**config.mk**
```make
export PLATFORM = sky130hd
export DESIGN_NAME = quaddec
export DESIGN_NICKNAME = d
export VERILOG_FILES = /design/src/rtl/quaddec.sv
export SDC_FILE = /design/constraint.sdc
export NUM_CORES = 1
export LEC_CHECK = 0
export BUFFER_PORTS_ARGS = -buffer_cell sky130_fd_sc_hd__buf_2
export CAP_MARGIN = 10
export CORE_ASPECT_RATIO = 1.2
export CORE_UTILIZATION = 60
export CTS_CLUSTER_DIAMETER = 200
export DETAILED_ROUTE_END_ITERATION = 8
export GPL_ROUTABILITY_DRIVEN = 0
export PLACE_DENSITY = 0.84
export SLEW_MARGIN = 20
export SYNTH_ARGS = -nofsm -noshare
export SYNTH_HDL_FRONTEND = slang
export SYNTH_SLANG_ARGS = --single-unit
```
**constraint.sdc**
```tcl
create_clock -name clk -period 7.16 [get_ports clk]
set_clock_uncertainty 0.2 [all_clocks]
set_input_delay 1.074 -clock clk [delete_from_list [all_inputs] [get_ports clk]]
set_output_delay 1.074 -clock clk [all_outputs]
set_load 0.02 [all_outputs]
```
**src/rtl/quaddec.sv**
```systemverilog
// quaddec: quadrature encoder front end. It synchronizes and glitch-filters A/B,
// decodes steps into a signed position count, and flags illegal transitions.
// Define QUADDEC_INDEX_EN to build the index channel. The index channel zeroes
// the position on a filtered rising edge and sets idxseen.
module quaddec #(
    parameter int unsigned COUNTW    = 16,
    parameter int unsigned FILTDEPTH = 3
) (
    input  logic              clk,
    input  logic              rstn,
    input  logic              filterce,
    input  logic              invphase,
    input  logic              quada,
    input  logic              quadb,
    input  logic              quadidx,
    input  logic              clrpos,
    input  logic              errclr,
    input  logic              poslatch,
    output logic [COUNTW-1:0] position,
    output logic [COUNTW-1:0] poshold,
    output logic              dir,
    output logic              quaderr,
    output logic              idxseen
);

`ifdef QUADDEC_INDEX_EN
    localparam int unsigned NCH    = 3;
    localparam int unsigned CH_IDX = 2;
`else
    localparam int unsigned NCH    = 2;
`endif
    localparam int unsigned CH_A = 0;
    localparam int unsigned CH_B = 1;

    typedef enum logic {
        ST_UNPRIMED = 1'b0,
        ST_PRIMED   = 1'b1
    } state_t;

    state_t         state;
    state_t         state_nxt;
    logic [NCH-1:0] raw;
    logic [NCH-1:0] sync1;
    logic [NCH-1:0] sync2;
    logic [NCH-1:0] filt;
    logic [1:0]     ab;
    logic [1:0]     prev;
    logic [1:0]     phase_diff;
    logic           step_valid;
    logic           step_up;
    logic           illegal;
    logic           idx_rise;

`ifdef QUADDEC_INDEX_EN
    assign raw = {quadidx, quadb, quada};
`else
    logic unused_quadidx;
    assign unused_quadidx = quadidx;
    assign raw = {quadb, quada};
`endif

    // Gray state {A,B} to sequence position: 00->0, 10->1, 11->2, 01->3.
    function automatic logic [1:0] phase_of(input logic [1:0] s);
        return {s[0], s[1] ^ s[0]};
    endfunction

    // Two-flop synchronizers for the asynchronous encoder inputs.
    always_ff @(posedge clk or negedge rstn) begin
        if (!rstn) begin
            sync1 <= '0;
            sync2 <= '0;
        end else begin
            sync1 <= raw;
            sync2 <= sync1;
        end
    end

    for (genvar g = 0; g < NCH; g++) begin : g_filt
        logic [FILTDEPTH-1:0] hist;
        logic [FILTDEPTH-1:0] hist_nxt;
        logic                 lvl;
        logic                 lvl_nxt;

        // A new level is accepted only once the whole history agrees.
        always_comb begin
            hist_nxt = {hist[FILTDEPTH-2:0], sync2[g]};
            lvl_nxt  = lvl;
            if (&hist_nxt) begin
                lvl_nxt = 1'b1;
            end else if (~|hist_nxt) begin
                lvl_nxt = 1'b0;
            end
        end

        // The history and level advance only on filter strobes.
        always_ff @(posedge clk or negedge rstn) begin
            if (!rstn) begin
                hist <= '0;
                lvl  <= 1'b0;
            end else if (filterce) begin
                hist <= hist_nxt;
                lvl  <= lvl_nxt;
            end
        end

        assign filt[g] = lvl;
    end

    assign ab = {filt[CH_A], filt[CH_B]};

    // Priming state register.
    always_ff @(posedge clk or negedge rstn) begin
        if (!rstn) begin
            state <= ST_UNPRIMED;
        end else begin
            state <= state_nxt;
        end
    end

    // Step decode. The first filtered change after reset only primes prev.
    always_comb begin
        state_nxt  = state;
        step_valid = 1'b0;
        step_up    = 1'b0;
        illegal    = 1'b0;
        phase_diff = phase_of(ab) - phase_of(prev);
        case (state)
            ST_UNPRIMED: begin
                if (ab != prev) begin
                    state_nxt = ST_PRIMED;
                end
            end
            ST_PRIMED: begin
                case (phase_diff)
                    2'd1: begin
                        step_valid = 1'b1;
                        step_up    = ~invphase;
                    end
                    2'd3: begin
                        step_valid = 1'b1;
                        step_up    = invphase;
                    end
                    2'd2:    illegal = 1'b1;
                    default: ;
                endcase
            end
        endcase
    end

`ifdef QUADDEC_INDEX_EN
    logic idx_prev;

    // Index rising-edge detect and sticky seen flag. A set beats a clrpos clear.
    always_ff @(posedge clk or negedge rstn) begin
        if (!rstn) begin
            idx_prev <= 1'b0;
            idxseen  <= 1'b0;
        end else begin
            idx_prev <= filt[CH_IDX];
            if (idx_rise) begin
                idxseen <= 1'b1;
            end else if (clrpos) begin
                idxseen <= 1'b0;
            end
        end
    end

    assign idx_rise = (state == ST_PRIMED) && filt[CH_IDX] && !idx_prev;
`else
    assign idx_rise = 1'b0;
    assign idxseen  = 1'b0;
`endif

    // Position counter, snapshot, direction and sticky error flag.
    always_ff @(posedge clk or negedge rstn) begin
        if (!rstn) begin
            prev     <= '0;
            position <= '0;
            poshold  <= '0;
            dir      <= 1'b0;
            quaderr  <= 1'b0;
        end else begin
            prev <= ab;
            if (poslatch) begin
                poshold <= position;
            end
            if (clrpos || idx_rise) begin
                position <= '0;
            end else if (step_valid) begin
                position <= step_up ? position + COUNTW'(1) : position - COUNTW'(1);
            end
            if (step_valid) begin
                dir <= step_up;
            end
            if (illegal) begin
                quaderr <= 1'b1;
            end else if (errclr) begin
                quaderr <= 1'b0;
            end
        end
    end

endmodule

```
==> implementation parameters <==
Parameter                              Value

Yosys
  #FFs+latches synth ... 47
  Number of enable flip-flop cells after synthesis ... 0
  Most used DFF post-synth ... sky130_fd_sc_hd__dfrtp_1
  Synth Net Count ... 285
  Syn Inst Count ... 257
  Count of cell types in the netlist ... 50
  Register area share after synthesis ... 44.1%
  Syn. warnings ... 0
  Ys async rst share ... 100%
  Synthesized area per cell ... 10.4 µm²
  Cell area after technology mapping ... 2670 µm²

Timing
  Slew Limit Fails ... 0
  Setup violations, final ... 0
  Upper clock frequency limit ... 0.275 GHz
  RSZ-0062 raised after global routing ... no
  Setup tns final ... 0 ns
  Number of hold-slack violations in the final timing report ... 0
  Worst hold slack ... 0.158 ns
  Headroom to the max-slew limit ... 62.2%
  Final critical-path share of the clock period ... 50.9%
  Final critical-path required period ... 3.64 ns
  Slew @ Worst Pin ... 0.567 ns

CTS
  Latest clock arrival within the worst-skew pair ... 0.30 ns
  Clk Tree Root Cell ... sky130_fd_sc_hd__clkbuf_8
  Clock transition at the registers of the reported paths ... 0.09 ns
  Cts bufs inserted ... 5
  H-Tree Level Count ... 2
  CTS tree ... built
  Hold buffers post-CTS ... 0
  Number of buffers added for setup after CTS ... 0
  Post_cts resized ... 0
  Clock tree buffer depth ... 2
  Total clock sinks ... 47

Die
  Placeable core area ... 4260 µm²
  Area enclosed by the die boundary ... 4720 µm²
  Initial core utilization ... 62.6%
  Die Y ... 75.1 µm
  Chip Width ... 62.9 µm
  Number of ports placed on the die boundary ... 45
  FP Rows ... 26

Final layout
  Commonest non-fill, non-tap cells in the layout ... sky130_fd_sc_hd__dfrtp_1 (47), sky130_fd_sc_hd__buf_2 (41), sky130_fd_sc_hd__nand2_1 (31)
  Area overhead of the layout relative to synthesis ... 12.2%
  Share of post-route cells with drive strength above 1 ... 27.1%
  Number of filler instances in the final layout ... 325
  Layout Utilization ... 70.3%
  ANT cells ... 0
  Leading cell type in the layout, fill and taps excluded ... sky130_fd_sc_hd__dfrtp_1
  Final net count ... 322

Critical path
  Class of the most critical setup path ... reg2reg
  Arrival time of the worst setup path ... 3.68 ns
  Logic depth of the worst register-to-register path ... 10
  Cell with the largest stage delay on the worst path ... sky130_fd_sc_hd__ha_1
  Cell with the most instances on the worst path ... sky130_fd_sc_hd__ha_1
  Critical path endpoint category ... flop
  Critical path peak fanout ... 21
  Cell-by-cell listing of the critical path ... xnor2_1, ha_1, and2b_2, nand2_2, ha_1, a21oi_1, o21bai_1, a21o_1, or4_1, nand3_1
  Startpoint Class ... flop
  CP max stage delay ... 0.50 ns
  Required time of the critical path ... 7.20 ns

Drt
  Detailed-route DRC error count ... 0
  Number of nets still failing antenna checks after routing ... 0
  Wirelength per Cell ... 15.0 µm
  First drt pass iteration count ... 4
  Total Routed Length ... 5260 µm
  Drt initial violations ... 117
  Via count ... 2075
  Via density per instance ... 5.91

Pwr
  Max IR drop VDD ... 0.000242 V
  Cell Pwr Density ... 490 nW/µm²
  Pleak ... 1.49 nW

Global routing
  Congestion Overflow GR ... 0
  Via count of the first global-routing pass ... 1907
  Largest net degree at the start of global routing ... 48
  Total track usage ... 23.4%
  Initial antenna violation count ... 0
  Global-route wire length before repair ... 8510 µm

Worst hold path
  Kind of path behind the tightest hold check ... reg2reg
  Worst hold path stage count ... 0

Placement
  Input/output buffers ... 42
  Hpwl dp ... 3690 µm

Job
  Max-Cap Viols ... 0

Outcome
  Run status ... complete, no violations
## cell usage after synthesis, types with 2 or more instances
master                     instances  area share, %
sky130_fd_sc_hd__nor2_1           10            1.4
sky130_fd_sc_hd__o21a_1            2           0.56
sky130_fd_sc_hd__o211ai_1          6            1.7
sky130_fd_sc_hd__o21ai_1           5           0.94
sky130_fd_sc_hd__a31oi_1           3           0.70
sky130_fd_sc_hd__mux2_2           20            8.4
sky130_fd_sc_hd__nand2_1          31            4.4
sky130_fd_sc_hd__or3_1             2           0.47
sky130_fd_sc_hd__inv_1             6           0.84
sky130_fd_sc_hd__a21o_1            4            1.1
sky130_fd_sc_hd__and2_1            2           0.47
sky130_fd_sc_hd__a21oi_2           3           0.98
sky130_fd_sc_hd__xnor2_1           5            1.6
sky130_fd_sc_hd__nor3_1            5           0.94
sky130_fd_sc_hd__o311ai_1          3           0.98
sky130_fd_sc_hd__and3_1            2           0.47
sky130_fd_sc_hd__ha_1             17            8.0
sky130_fd_sc_hd__nand4_1           3           0.70
sky130_fd_sc_hd__a21oi_1          20            3.8
sky130_fd_sc_hd__xor2_1            4            1.3
sky130_fd_sc_hd__nand3_1          10            1.9
sky130_fd_sc_hd__o21bai_1          3           0.84
sky130_fd_sc_hd__nor4b_1           2           0.66
sky130_fd_sc_hd__clkbuf_1          6           0.84
sky130_fd_sc_hd__dfrtp_1          47             44
sky130_fd_sc_hd__o31ai_1           2           0.56
sky130_fd_sc_hd__o21ai_0           6            1.1
sky130_fd_sc_hd__nor3b_1           2           0.56
sky130_fd_sc_hd__nor4_1            2           0.47
sky130_fd_sc_hd__clkbuf_8          4            2.1
## sequential cells by signal (all words and copies together), names as in the netlist
signal and flops:
poshold 16, state 1, prev 2, position 16, quaderr 1, sync2 2, g_filt.hist 4, sync1 2
g_filt.lvl 2, dir 1
## logic make-up after synthesis
group	Yosys count	share of synthesized area, %
xor gates and xnor gates	11	4.45
adders and majority gates	18	8.72
other	1	0.141
buffers and inverters	19	4.59
DFF	47	44.1
muxes	20	8.44
AOI/OAI and AO/OA	66	16.1
and+or+nand+nor	75	13.5
## per-stage QoR
step / setup WS [ns] / area (µm²) / power, mW / std cells
after floorplan: 3.98 / 2670 / 1.05 / 257
after global placement: 3.57 / 2860 / 1.19 / 343
after detailed placement: 3.60 / 2860 / 1.23 / 343
after CTS: 3.58 / 2990 / 1.47 / 351
after global routing: 3.31 / 3000 / 1.58 / 351
final: 3.52 / 3000 / 1.47 / 351
## worst max-delay path: cells and delay by family, from the launching register on
kind | cells | cell delay [ns]
compound gates | 3 | 0.63
flops | 1 | 0.47
simple gates | 4 | 1.29
fa+ha+maj | 2 | 0.83
xor+xnor | 1 | 0.17
## final timing paths
path	slack, ns	start	to
setup / recovery	3.52	g_filt[1].lvl	position[14]
hold / removal	0.16	sync1[0]	sync2[0]
setup reg to reg	3.52	g_filt[1].lvl	position[14]
hold reg to reg	0.16	sync1[0]	sync2[0]
max in group asynchronous	5.81	rstn	poshold[1]
min in group asynchronous	0.56	rstn	position[12]
## routing by layer
| metal | GRT usage [%] | share of wire (%) | vias up |
|---|---|---|---|
| met4 | 9.56 | 1.8 | 0 |
| met5 | 0 | 0 | - |
| met3 | 4.39 | 4.1 | 12 |
| met1 | 28.6 | 43 | 1001 |
| met2 | 41.0 | 51 | 60 |
| li1 | - | - | 1002 |
## report_power, final
| group | internal (mW) | switching [mW] | leakage [nW] | total (mW) |
|---|---|---|---|---|
| Sequential | 0.336 | 0.0575 | 0.608 | 0.394 |
| Clock | 0.139 | 0.0904 | 0.0644 | 0.230 |
| Combinational | 0.338 | 0.505 | 0.813 | 0.843 |
| Total | 0.814 | 0.653 | 1.49 | 1.47 |
## layout make-up
type	count	area (µm²)	area share, %
timing repair buffer	43	220	7.35
sequential	47	1180	39.3
multi-input combinational	191	1370	45.7
clock buffer	5	68.8	2.30
inverter	6	22.5	0.752
tap	56	70.1	2.34
clock inverter	3	67.6	2.26
No activity file was read; power rests on OpenSTA's default activity.
